**src/rtl/stream_sel_mux_pkg.sv**
```systemverilog
// Shared constants and helpers for stream_sel_mux and its round-robin arbiter.
package stream_sel_mux_pkg;

  localparam int MODE_SEL = 0;
  localparam int MODE_RR  = 1;

  // Index width that never collapses to zero bits.
  function automatic int sel_w(input int n);
    return (n <= 2) ? 1 : $clog2(n);
  endfunction

endpackage

```
**src/rtl/stream_sel_mux_rr_arbiter.sv**
```systemverilog
// Round-robin arbiter: searches upward from ptr+1, wrapping, for the first request.
module rr_arbiter
  import stream_sel_mux_pkg::*;
#(
  parameter int N_CH  = 6,
  parameter int SEL_W = sel_w(N_CH)
) (
  input  logic [N_CH-1:0]  req,
  input  logic [SEL_W-1:0] ptr,
  output logic [N_CH-1:0]  gnt_oh,
  output logic [SEL_W-1:0] gnt_idx,
  output logic             gnt_vld
);

  always_comb begin
    int idx;
    idx     = 0;
    gnt_oh  = '0;
    gnt_idx = '0;
    gnt_vld = 1'b0;
    for (int k = 1; k <= N_CH; k++) begin
      idx = (int'(ptr) + k) % N_CH;
      if (!gnt_vld && req[idx]) begin
        gnt_vld     = 1'b1;
        gnt_idx     = SEL_W'(idx);
        gnt_oh[idx] = 1'b1;
      end
    end
  end

endmodule

```
**src/rtl/stream_sel_mux.sv**
```systemverilog
// N-channel valid/ready selector with one registered output stage, sel-driven or round-robin.
// Optional SEL_MUX_ERR_CNT_EN adds a saturating count of sel_err cycles on err_cnt.
module stream_sel_mux
  import stream_sel_mux_pkg::*;
#(
  parameter  int N_CH  = 6,
  parameter  int WIDTH = 4,
  parameter  int MODE  = MODE_SEL,
  localparam int SEL_W = sel_w(N_CH)
) (
  input  logic                  clk,
  input  logic                  reset,
  input  logic [SEL_W-1:0]      sel,
  input  logic [N_CH-1:0]       in_valid,
  output logic [N_CH-1:0]       in_ready,
  input  logic [N_CH*WIDTH-1:0] in_data,
  output logic                  out_valid,
  input  logic                  out_ready,
  output logic [WIDTH-1:0]      out_data,
  output logic [SEL_W-1:0]      out_chan,
  output logic                  sel_err
`ifdef SEL_MUX_ERR_CNT_EN
  ,
  output logic [15:0]           err_cnt
`endif
);

  logic             load_en, xfer, sel_bad;
  logic [N_CH-1:0]  grant_oh;
  logic [SEL_W-1:0] grant;
  logic [WIDTH-1:0] mux_data;

  assign load_en = !out_valid || out_ready;
  assign sel_bad = int'(sel) >= N_CH;

  generate
    if (MODE == MODE_RR) begin : g_rr
      logic [SEL_W-1:0] rr_ptr;
      logic             unused_vld;

      rr_arbiter #(.N_CH(N_CH), .SEL_W(SEL_W)) u_arb (
        .req     (in_valid),
        .ptr     (rr_ptr),
        .gnt_oh  (grant_oh),
        .gnt_idx (grant),
        .gnt_vld (unused_vld)
      );

      // Pointer moves only on an accepted beat so a stalled winner keeps priority.
      always_ff @(posedge clk) begin
        if (reset)     rr_ptr <= SEL_W'(N_CH - 1);
        else if (xfer) rr_ptr <= grant;
      end
    end else begin : g_sel
      assign grant = sel;
      always_comb begin
        grant_oh = '0;
        for (int i = 0; i < N_CH; i++) grant_oh[i] = (sel == SEL_W'(i));
      end
    end
  endgenerate

  // Ready is held low while in reset so no producer sees a handshake then.
  assign in_ready = grant_oh & {N_CH{load_en && !reset}};
  assign xfer     = |(in_valid & in_ready);

  always_comb begin
    mux_data = '0;
    for (int i = 0; i < N_CH; i++)
      if (grant_oh[i]) mux_data = in_data[i*WIDTH +: WIDTH];
  end

  always_ff @(posedge clk) begin
    if (reset) begin
      out_valid <= 1'b0;
      out_data  <= '0;
      out_chan  <= '0;
      sel_err   <= 1'b0;
    end else begin
      sel_err <= sel_bad && (MODE == MODE_SEL);
      if (xfer) begin
        out_valid <= 1'b1;
        out_data  <= mux_data;
        out_chan  <= grant;
      end else if (out_ready) begin
        out_valid <= 1'b0;
      end
    end
  end

`ifdef SEL_MUX_ERR_CNT_EN
  always_ff @(posedge clk) begin
    if (reset)                           err_cnt <= '0;
    else if (sel_err && err_cnt != '1)   err_cnt <= err_cnt + 16'd1;
  end
`endif

endmodule

```
**config.mk**
```make
export PLATFORM = sky130hd
export DESIGN_NAME = stream_sel_mux
export DESIGN_NICKNAME = d
export VERILOG_FILES = /design/src/rtl/stream_sel_mux_pkg.sv /design/src/rtl/stream_sel_mux_rr_arbiter.sv /design/src/rtl/stream_sel_mux.sv
export SDC_FILE = /design/constraint.sdc
export NUM_CORES = 1
export LEC_CHECK = 0
export BUFFER_PORTS_ARGS = -buffer_cell sky130_fd_sc_hd__buf_2
export CAP_MARGIN = 30
export CORE_MARGIN = 10
export CORE_UTILIZATION = 40
export DETAILED_ROUTE_END_ITERATION = 7
export HOLD_SLACK_MARGIN = 0.08
export PLACE_DENSITY = 0.82
export SETUP_SLACK_MARGIN = 0.4
export SLEW_MARGIN = 30
export SYNTH_ARGS = -nofsm -noshare
export SYNTH_HDL_FRONTEND = slang
export SYNTH_SLANG_ARGS = --single-unit
export TNS_END_PERCENT = 50
```
**constraint.sdc**
```tcl
create_clock -name clk -period 1.8 [get_ports clk]
set_input_delay 0.18 -clock clk [delete_from_list [all_inputs] [get_ports clk]]
set_output_delay 0.18 -clock clk [all_outputs]
set_load 0.02 [all_outputs]
```
=== Word level (Yosys, flattened, before mapping) ===
Index checks and enable logic that the tools add are counted.

* Flip-flop bits (word level): 9
* Input bits: 36
* Output and inout bits: 15
* Logic and storage cells: 27

* Order comparisons: 1
* Equality and inequality tests: 5
* Mux-type cells: 8
* Bitwise gates (word level): 2
* Reduce and logical (&&, ||, !) cells: 7

{| class="wikitable"
|+ Operator list
! cell !! number
|-
| $mux W4 || 6
|-
| $and A6 B6 Y6 || 2
|-
| $eq A3 B2 Y1 const B || 2
|-
| $eq A3 B3 Y1 const B || 2
|-
| $reduce_or A6 Y1 || 1
|-
| $eq A3 B1 Y1 const B || 1
|-
| $ge A3 B3 Y1 const B || 1
|-
| $logic_not A3 Y1 || 1
|-
| $logic_not A1 Y1 || 2
|-
| $mux W1 || 2
|-
| $reduce_bool A2 Y1 || 1
|-
| $logic_and A1 B1 Y1 || 1
|-
| $logic_or A1 B1 Y1 || 1
|}

=== Longest topological paths before layout ===
Gate-level depths: netlist of run 1.

* Depth after elaboration: 7
* Gate-level depth with buffers: 6
* Gate-level depth less buffers: 4

=== Least setup slack after synthesis of run 1 ===
Ideal clock, no wire load.

* Kind: register to output
* Start: register out_valid
* End: output in_ready[0]
* Arrival: 1.403 ns
* Data required time: 1.620 ns
* Setup slack: 0.217 ns
* Cell stages (with the launch flop): 4
* Buffers on the path: 0
* Path through: dfxtp_1 nor2b_1 or3_1 nor3_1

* Cells in the longest elaborated chain, start to end: 4

{| class="wikitable"
|+ Ends and longest elaborated chain
! item !! line !! RTL
|-
| start: declaration || stream_sel_mux.sv:17 || <nowiki>output logic out_valid,</nowiki>
|-
| start signal: assignment || stream_sel_mux.sv:75 || <nowiki>out_valid <= 1'b0;</nowiki>
|-
| start signal: assignment || stream_sel_mux.sv:82 || <nowiki>out_valid <= 1'b1;</nowiki>
|-
| start signal: assignment || stream_sel_mux.sv:86 || <nowiki>out_valid <= 1'b0;</nowiki>
|-
| $logic_not A1 Y1 || stream_sel_mux.sv:33 || <nowiki>assign load_en = !out_valid || out_ready;</nowiki>
|-
| $logic_or A1 B1 Y1 || stream_sel_mux.sv:33 ||
|-
| $logic_and A1 B1 Y1 || stream_sel_mux.sv:64 || <nowiki>assign in_ready = grant_oh & {N_CH{load_en && !reset}};</nowiki>
|-
| $and A6 B6 Y6 || stream_sel_mux.sv:64 ||
|-
| end: declaration || stream_sel_mux.sv:15 || <nowiki>output logic [N_CH-1:0] in_ready,</nowiki>
|}

Every way passes these cells.

=== Final worst setup path of run 1 ===
Same ends and word-level chain as after synthesis.

==> results.py, run 1 <==
metrics = {
    "outcome": {
        "outcome": "completed",
    },
    "placement": {
        "gp_congestion": 0.8149,
        "dp.cells": 159,
        "place_area_sq_mm": 0.001035,
        "dp_hpwl_um": 1955,
        "dp_slack_ns": 0.2773,
        "portBuffers": 50,
    },
    "critical_path": {
        "startpoint_type": "register",
        "arrival_ns": 1.34,
        "setup.worst_path.end_class": "output pin",
        "critPathKind": "reg2out",
        "worst_path_max_delay_cell": "or3_4",
        "worst-path-max-fanout": 6,
        "cp.required_ns": 1.62,
        "path_cells": "nor2b_4, or3_4, nor3_2, buf_4",
        "cpPeakStageDelay_ns": 0.35,
    },
    "synthesis": {
        "synth_area_sq_um": 748.2,
        "synthDistinctLibCells": 27,
        "ys_ff_latch": 9,
        "synth_fp_nets": 126,
        "netlist_instances": 90,
        "synth_area_per_cell_sq_um": 8.314,
        "ys_seq_area_share_pct": 24.08,
        "yosysWarnings": 0,
    },
    "grt": {
        "grt_pass1_wl_um": 3946,
        "grt_start_max_net_pins": 30,
        "gr-usage-met1_pct": 13.10,
        "antenna_found_initial": 0,
        "globalRouteOverflowTotal": 0,
        "groute.layer.met3.usage_pct": 4.947,
        "first_global_vias": 886,
        "top_usage_layer": "met2",
        "gr-usage-met2_pct": 19.42,
        "grtUsageTotal_pct": 11.68,
    },
    "sta": {
        "layout_min_cycle_time_ns": 1.524,
        "hold_viol_final": 0,
        "fin_skew_ns": 0.005862,
        "fin_crit_sh_pct": 84.64,
        "worst_pin_slew_ns": 0.4417,
        "setup_tns_ns": 0,
        "rsz0062_at_grt": "yes",
        "setup_ws_ns": 0.2765,
        "whs_ns": 0.2692,
        "slew_headroom_pct": 70.33,
        "fmax_mhz": 656.4,
        "maxSlewViolCount": 0,
        "setup_viol": 0,
    },
    "cells_and_area": {
        "fill_cells": 158,
        "fin_util_pct": 64.09,
        "fin_nets": 179,
        "layout_common_cells": "buf_2, nand3b_1, mux2i_1, o21ai_0, dfxtp_1",
        "multiInputGateArea_sq_um": 558.0,
        "syn_to_final_growth_pct": 49.50,
        "regArea_sq_um": 181.4,
        "fin_area_sq_mm": 0.001119,
        "drive_gt1_share_pct": 50.00,
        "antenna_cells": 0,
        "stdcell_count": 167,
        "layout_commonest_cell": "buf_2",
    },
    "drt": {
        "vias": 868,
        "remaining_drc_errors": 0,
        "routedWlPerCell_um": 14.88,
        "drt_iter0_drc": 14,
        "drt_wl_total_um": 2485,
        "first_pass_iters": 4,
        "drtAntennaViolNets": 0,
        "viasPerCell": 5.198,
    },
    "cts": {
        "numCtsBuffers": 3,
        "cts_tree": "built",
        "htreeDepth": 1,
        "cts.sinks": 9,
        "clk_latency_ns": 0.26,
        "path_clk_slew_ns": 0.05,
        "cts_buffer_depth": 2,
        "cts_hold_buffers": 0,
        "cts-root-buf": "clkbuf_4",
    },
    "floorplanning": {
        "core.rowCount": 15,
        "fp.dieArea_sq_mm": 0.004001,
        "die_h_um": 63.25,
        "dieWidth_um": 63.25,
        "core_sq_mm": 0.001745,
        "ios": 51,
        "initial_utilization_pct": 42.87,
    },
    "pwr": {
        "p_leak_nw": 0.5409,
        "ir_drop_v": 0.0002363,
        "power_uw": 586.9,
        "power_density_mw_per_mm2": 524.7,
    },
    "worst_hold_path": {
        "hold_class": "in2reg",
    },
    "run": {
        "maxCapViolations": 0,
    },
}
==> worst max-delay path, delay by kind of cell, from the launching register on <==
family                 cells  cell delay (ns)
buffers and inverters      1             0.16
and+or+nand+nor            3             0.61
DFF                        1             0.31
==> routing by layer <==
metal  wire [um]  share of wire (%)
met5           0                  0
met4          16               0.64
met3         220                8.9
met2        1256                 51
met1         992                 40
==> power breakdown <==
group | total, mW | internal, mW | switching (mW) | leakage (nW)
sequential | 0.221 | 0.215 | 0.00642 | 0.0741
combinational | 0.213 | 0.100 | 0.113 | 0.452
clock | 0.152 | 0.0852 | 0.0672 | 0.0150
==> area by class of cell <==
type | count | share of cell area [%]
inverters | 4 | 1.342
flip-flops and latches | 9 | 16.22
well taps | 25 | 2.796
clock buffers | 4 | 2.349
multi-input cells | 69 | 49.89
repair buffers | 56 | 27.40
==> logic make-up after synthesis <==
group                  Yosys count  share of synthesized area, %
and+or+nand+nor                 40                         37.96
AOI/OAI and AO/OA               18                         14.88
buffers and inverters           12                         6.688
muxes                           11                         16.39
DFF                              9                         24.08
==> synthesized netlist by cell type, drive strengths merged <==
master	count	share of area [%]
nor3	5	3.3
nor4b	2	4.3
a221oi	3	3.5
inv	4	2.0
nor2b	1	0.84
or3	1	0.84
nor2	4	3.0
o41ai	2	2.3
nand2	4	2.0
mux2i	10	13
a21oi	3	2.0
dfxtp	9	24
buf	5	3.2
and3	2	1.7
clkbuf	3	1.5
mux4	1	3.0
nor4	2	3.7
o21ai	9	6.0
nand3b	14	14
nand2b	5	4.2
o211ai	1	1.0
==> timing repair <==
| item | CTS | global route |
|---|---|---|
| buffers inserted | 3 | 1 |
| endpoints found under the setup margin | 6 | 12 |
| gates resized for setup | 6 | 2 |
| pin swaps | 0 | 3 |
==> state kept, by name, indices dropped and copies added, names as in the netlist <==
signal / flops
out_valid: 1
out_data: 4
out_chan: 3
sel_err: 1
==> worst paths after layout <==
kind / start / end / slack [ns] / cells after the start
worst min-delay path: reset / out_valid$_SDFFE_PP0P_ / 0.27 / 2
worst max register to register: out_valid$_SDFFE_PP0P_ / out_data[0]$_SDFFE_PP0P_ / 0.40 / 6
worst min register to register: out_chan[1]$_SDFFE_PP0P_ / out_chan[1]$_SDFFE_PP0P_ / 0.46 / 2
worst max-delay path: out_valid$_SDFFE_PP0P_ / in_ready[0] / 0.28 / 4
(Power assumes the default switching activity.)
==> run 2: changes to the inputs <==
==> constraint.sdc (replaced) <==
create_clock -name clk -period 1.5 [get_ports clk]
set_input_delay 0.15 -clock clk [delete_from_list [all_inputs] [get_ports clk]]
set_output_delay 0.15 -clock clk [all_outputs]
set_load 0.02 [all_outputs]
==> run 2 against run 1 <==
Against the previous run:
- the run now ends with negative setup slack left
- hold slack got worse by 0.014 ns
- non-clock buffer count up 8
- clock-buffer cell count unchanged
- utilization is 9.7 points higher
- combinational power rose by 39%
- final cell count rose by 4.8%
- worst setup slack got worse by 0.34 ns
==> results.py, run 2 (synthesis results as in run 1) <==
metrics = {
    "critical_path": {
        "worst-path-stages": 4,
        "worst-path-max-fanout": 4,
        "crit_family": "simple AND/OR/NAND/NOR gates",
        "regToRegEndpoint": "out_data[0]$_SDFFE_PP0P_",
        "regToRegStartpoint": "out_valid$_SDFFE_PP0P_",
        "setup.worst_path.end_class": "output pin",
        "reg2reg_slack_ns": 0.04,
        "worst_path_max_delay_cell": "or3_4",
        "crit_start": "out_valid$_SDFFE_PP0P_",
        "cpPeakStageDelay_ns": 0.36,
        "arrival_ns": 1.41,
        "startpoint_type": "register",
        "path_cells": "nor2b_4, or3_4, nor3_4, buf_6",
        "critPathKind": "reg2out",
        "cp_num_buf_inv": 1,
        "cp.required_ns": 1.35,
        "reg2regPathDepth": 7,
        "critPathCapture": "in_ready[2]",
    },
    "floorplanning": {
        "dieWidth_um": 63.25,
        "ios": 51,
        "die_h_um": 63.25,
        "initial_utilization_pct": 42.87,
        "fp.dieArea_sq_mm": 0.004001,
        "core_sq_mm": 0.001745,
        "core.rowCount": 15,
    },
    "sta": {
        "worst_pin_slew_ns": 0.2902,
        "hold_viol_final": 0,
        "setup_tns_ns": -0.06441,
        "layout_min_cycle_time_ns": 1.564,
        "maxSlewViolCount": 0,
        "slew_headroom_pct": 80.10,
        "fmax_mhz": 639.2,
        "rsz0062_at_grt": "yes",
        "fin_crit_sh_pct": 104.3,
        "setup_ws_ns": -0.06441,
        "setup_viol": 1,
        "fin_skew_ns": 0.001147,
    },
    "drt": {
        "wl_met1_um": 1161,
        "drtAntennaViolNets": 0,
        "met3RoutedLength_um": 264,
        "routedWlPerCell_um": 15.78,
        "highest_layer": "met4",
        "drt_iter0_drc": 15,
        "remaining_drc_errors": 0,
        "vias": 914,
        "wl_met2_um": 1293,
        "viasPerCell": 5.223,
        "first_pass_iters": 4,
        "drt_wl_total_um": 2761,
    },
    "outcome": {
        "outcome": "complete, but fails checks",
        "violations": "negative setup slack",
    },
    "cells_and_area": {
        "stdcell_count": 175,
        "top_register": "out_data",
        "reg_top3": "out_data (4), out_chan (3)",
        "fill_cells": 135,
        "antenna_cells": 0,
        "layout_common_cells": "buf_2, nand3b_1, buf_4, mux2i_1",
        "fin_area_sq_mm": 0.001287,
        "fin_nets": 187,
        "largest_reg_flops": 4,
        "syn_to_final_growth_pct": 72.07,
        "drive_gt1_share_pct": 57.33,
        "layout_commonest_cell": "buf_2",
    },
    "run": {
        "maxCapViolations": 0,
    },
    "pwr": {
        "p_leak_nw": 0.6087,
        "power_uw": 762.2,
        "power_density_mw_per_mm2": 592.0,
        "ir_drop_v": 0.0003823,
    },
    "grt": {
        "grt_start_max_net_pins": 24,
        "antenna_found_initial": 0,
        "grt_pass1_wl_um": 4174,
        "first_global_vias": 944,
        "grtUsageTotal_pct": 12.39,
        "globalRouteOverflowTotal": 0,
    },
    "cts": {
        "htreeDepth": 1,
        "cts-root-buf": "clkbuf_4",
        "numCtsBuffers": 3,
        "cts_tree": "built",
        "cts_buffer_depth": 2,
        "cts_hold_buffers": 0,
        "clk_latency_ns": 0.26,
        "cts.sinks": 9,
        "path_clk_slew_ns": 0.07,
    },
    "placement": {
        "portBuffers": 50,
        "place_area_sq_mm": 0.001094,
        "gp_congestion": 0.8178,
        "dp_slack_ns": 0.07417,
        "dp_hpwl_um": 2036,
        "dp.cells": 162,
    },
    "worst_hold_path": {
        "hold_class": "in2reg",
    },
}
## run 2: changes by cell type in the layout (fill, tap and decap cells not counted), moves of 2 or more
cell    previous run  this run
buf_6              1         7
nor3_4             1         3
and3_4             0         2
buf_4              7        12
and3_1             2         0
buf_2             47        44
## run 2: through the flow
| step | util [%] | hold WS, ns |
|---|---|---|
| final | 73.76 | 0.2551 |
| after global routing | 73.76 | 0.2564 |
| after CTS | 68.96 | 0.2290 |
| after detailed placement | 62.65 | 0.4692 |
| after global placement | 62.65 | 0.4581 |
| after floorplan | - | 0.3618 |
## run 2: power by group
part           leakage (nW)  total [mW]  switching (mW)  internal, mW
Sequential           0.0741       0.268          0.0103         0.258
Clock                0.0150       0.197          0.0944         0.103
Combinational         0.520       0.297           0.151         0.146
## run 2: what timing repair did
| action | 4_1_cts | 5_1_grt |
|---|---|---|
| gates resized for setup | 12 | 11 |
| pin swaps | 7 | 5 |
| setup endpoints to repair | 14 | 14 |
| gates cloned | 0 | 0 |
| buffers inserted | 6 | 3 |
## run 2: layer usage
metal,global-route usage [%],up-vias
met5,0,-
met4,4.098,0
met3,6.714,4
met2,20.18,46
met1,13.39,413
li1,-,451
## run 2: area by class of cell
cell class                 count  area (sq um)  area share, %
clock buffer                   4         26.28          2.041
inverter                       4         15.01          1.166
multi-input combinational     69         624.3          48.49
sequential                     9         181.4          14.09
tap                           25         31.28          2.430
timing repair buffer          64         409.1          31.78
## run 2: how the worst min path moves through the flow
stage	slack, ns	cells past startpoint	endpoint	from
after detailed placement	0.47	2	out_data[3]$_SDFFE_PP0P_	out_data[3]$_SDFFE_PP0P_
after global routing	0.26	2	out_valid$_SDFFE_PP0P_	reset
after floorplan	0.36	3	out_chan[1]$_SDFFE_PP0P_	sel[2]
after CTS	0.23	2	out_valid$_SDFFE_PP0P_	reset
final	0.26	2	out_valid$_SDFFE_PP0P_	reset
after global placement	0.46	2	out_chan[0]$_SDFFE_PP0P_	out_chan[0]$_SDFFE_PP0P_
## run 2: worst register-to-register path, cell delays in order (launching register included)
cell and delay, ns:
dfxtp_2 0.32, nor2b_4 0.13, buf_4 0.13, buf_6 0.12, nor4b_4 0.27, buf_6 0.18, nor2_4 0.07, mux2i_1 0.12
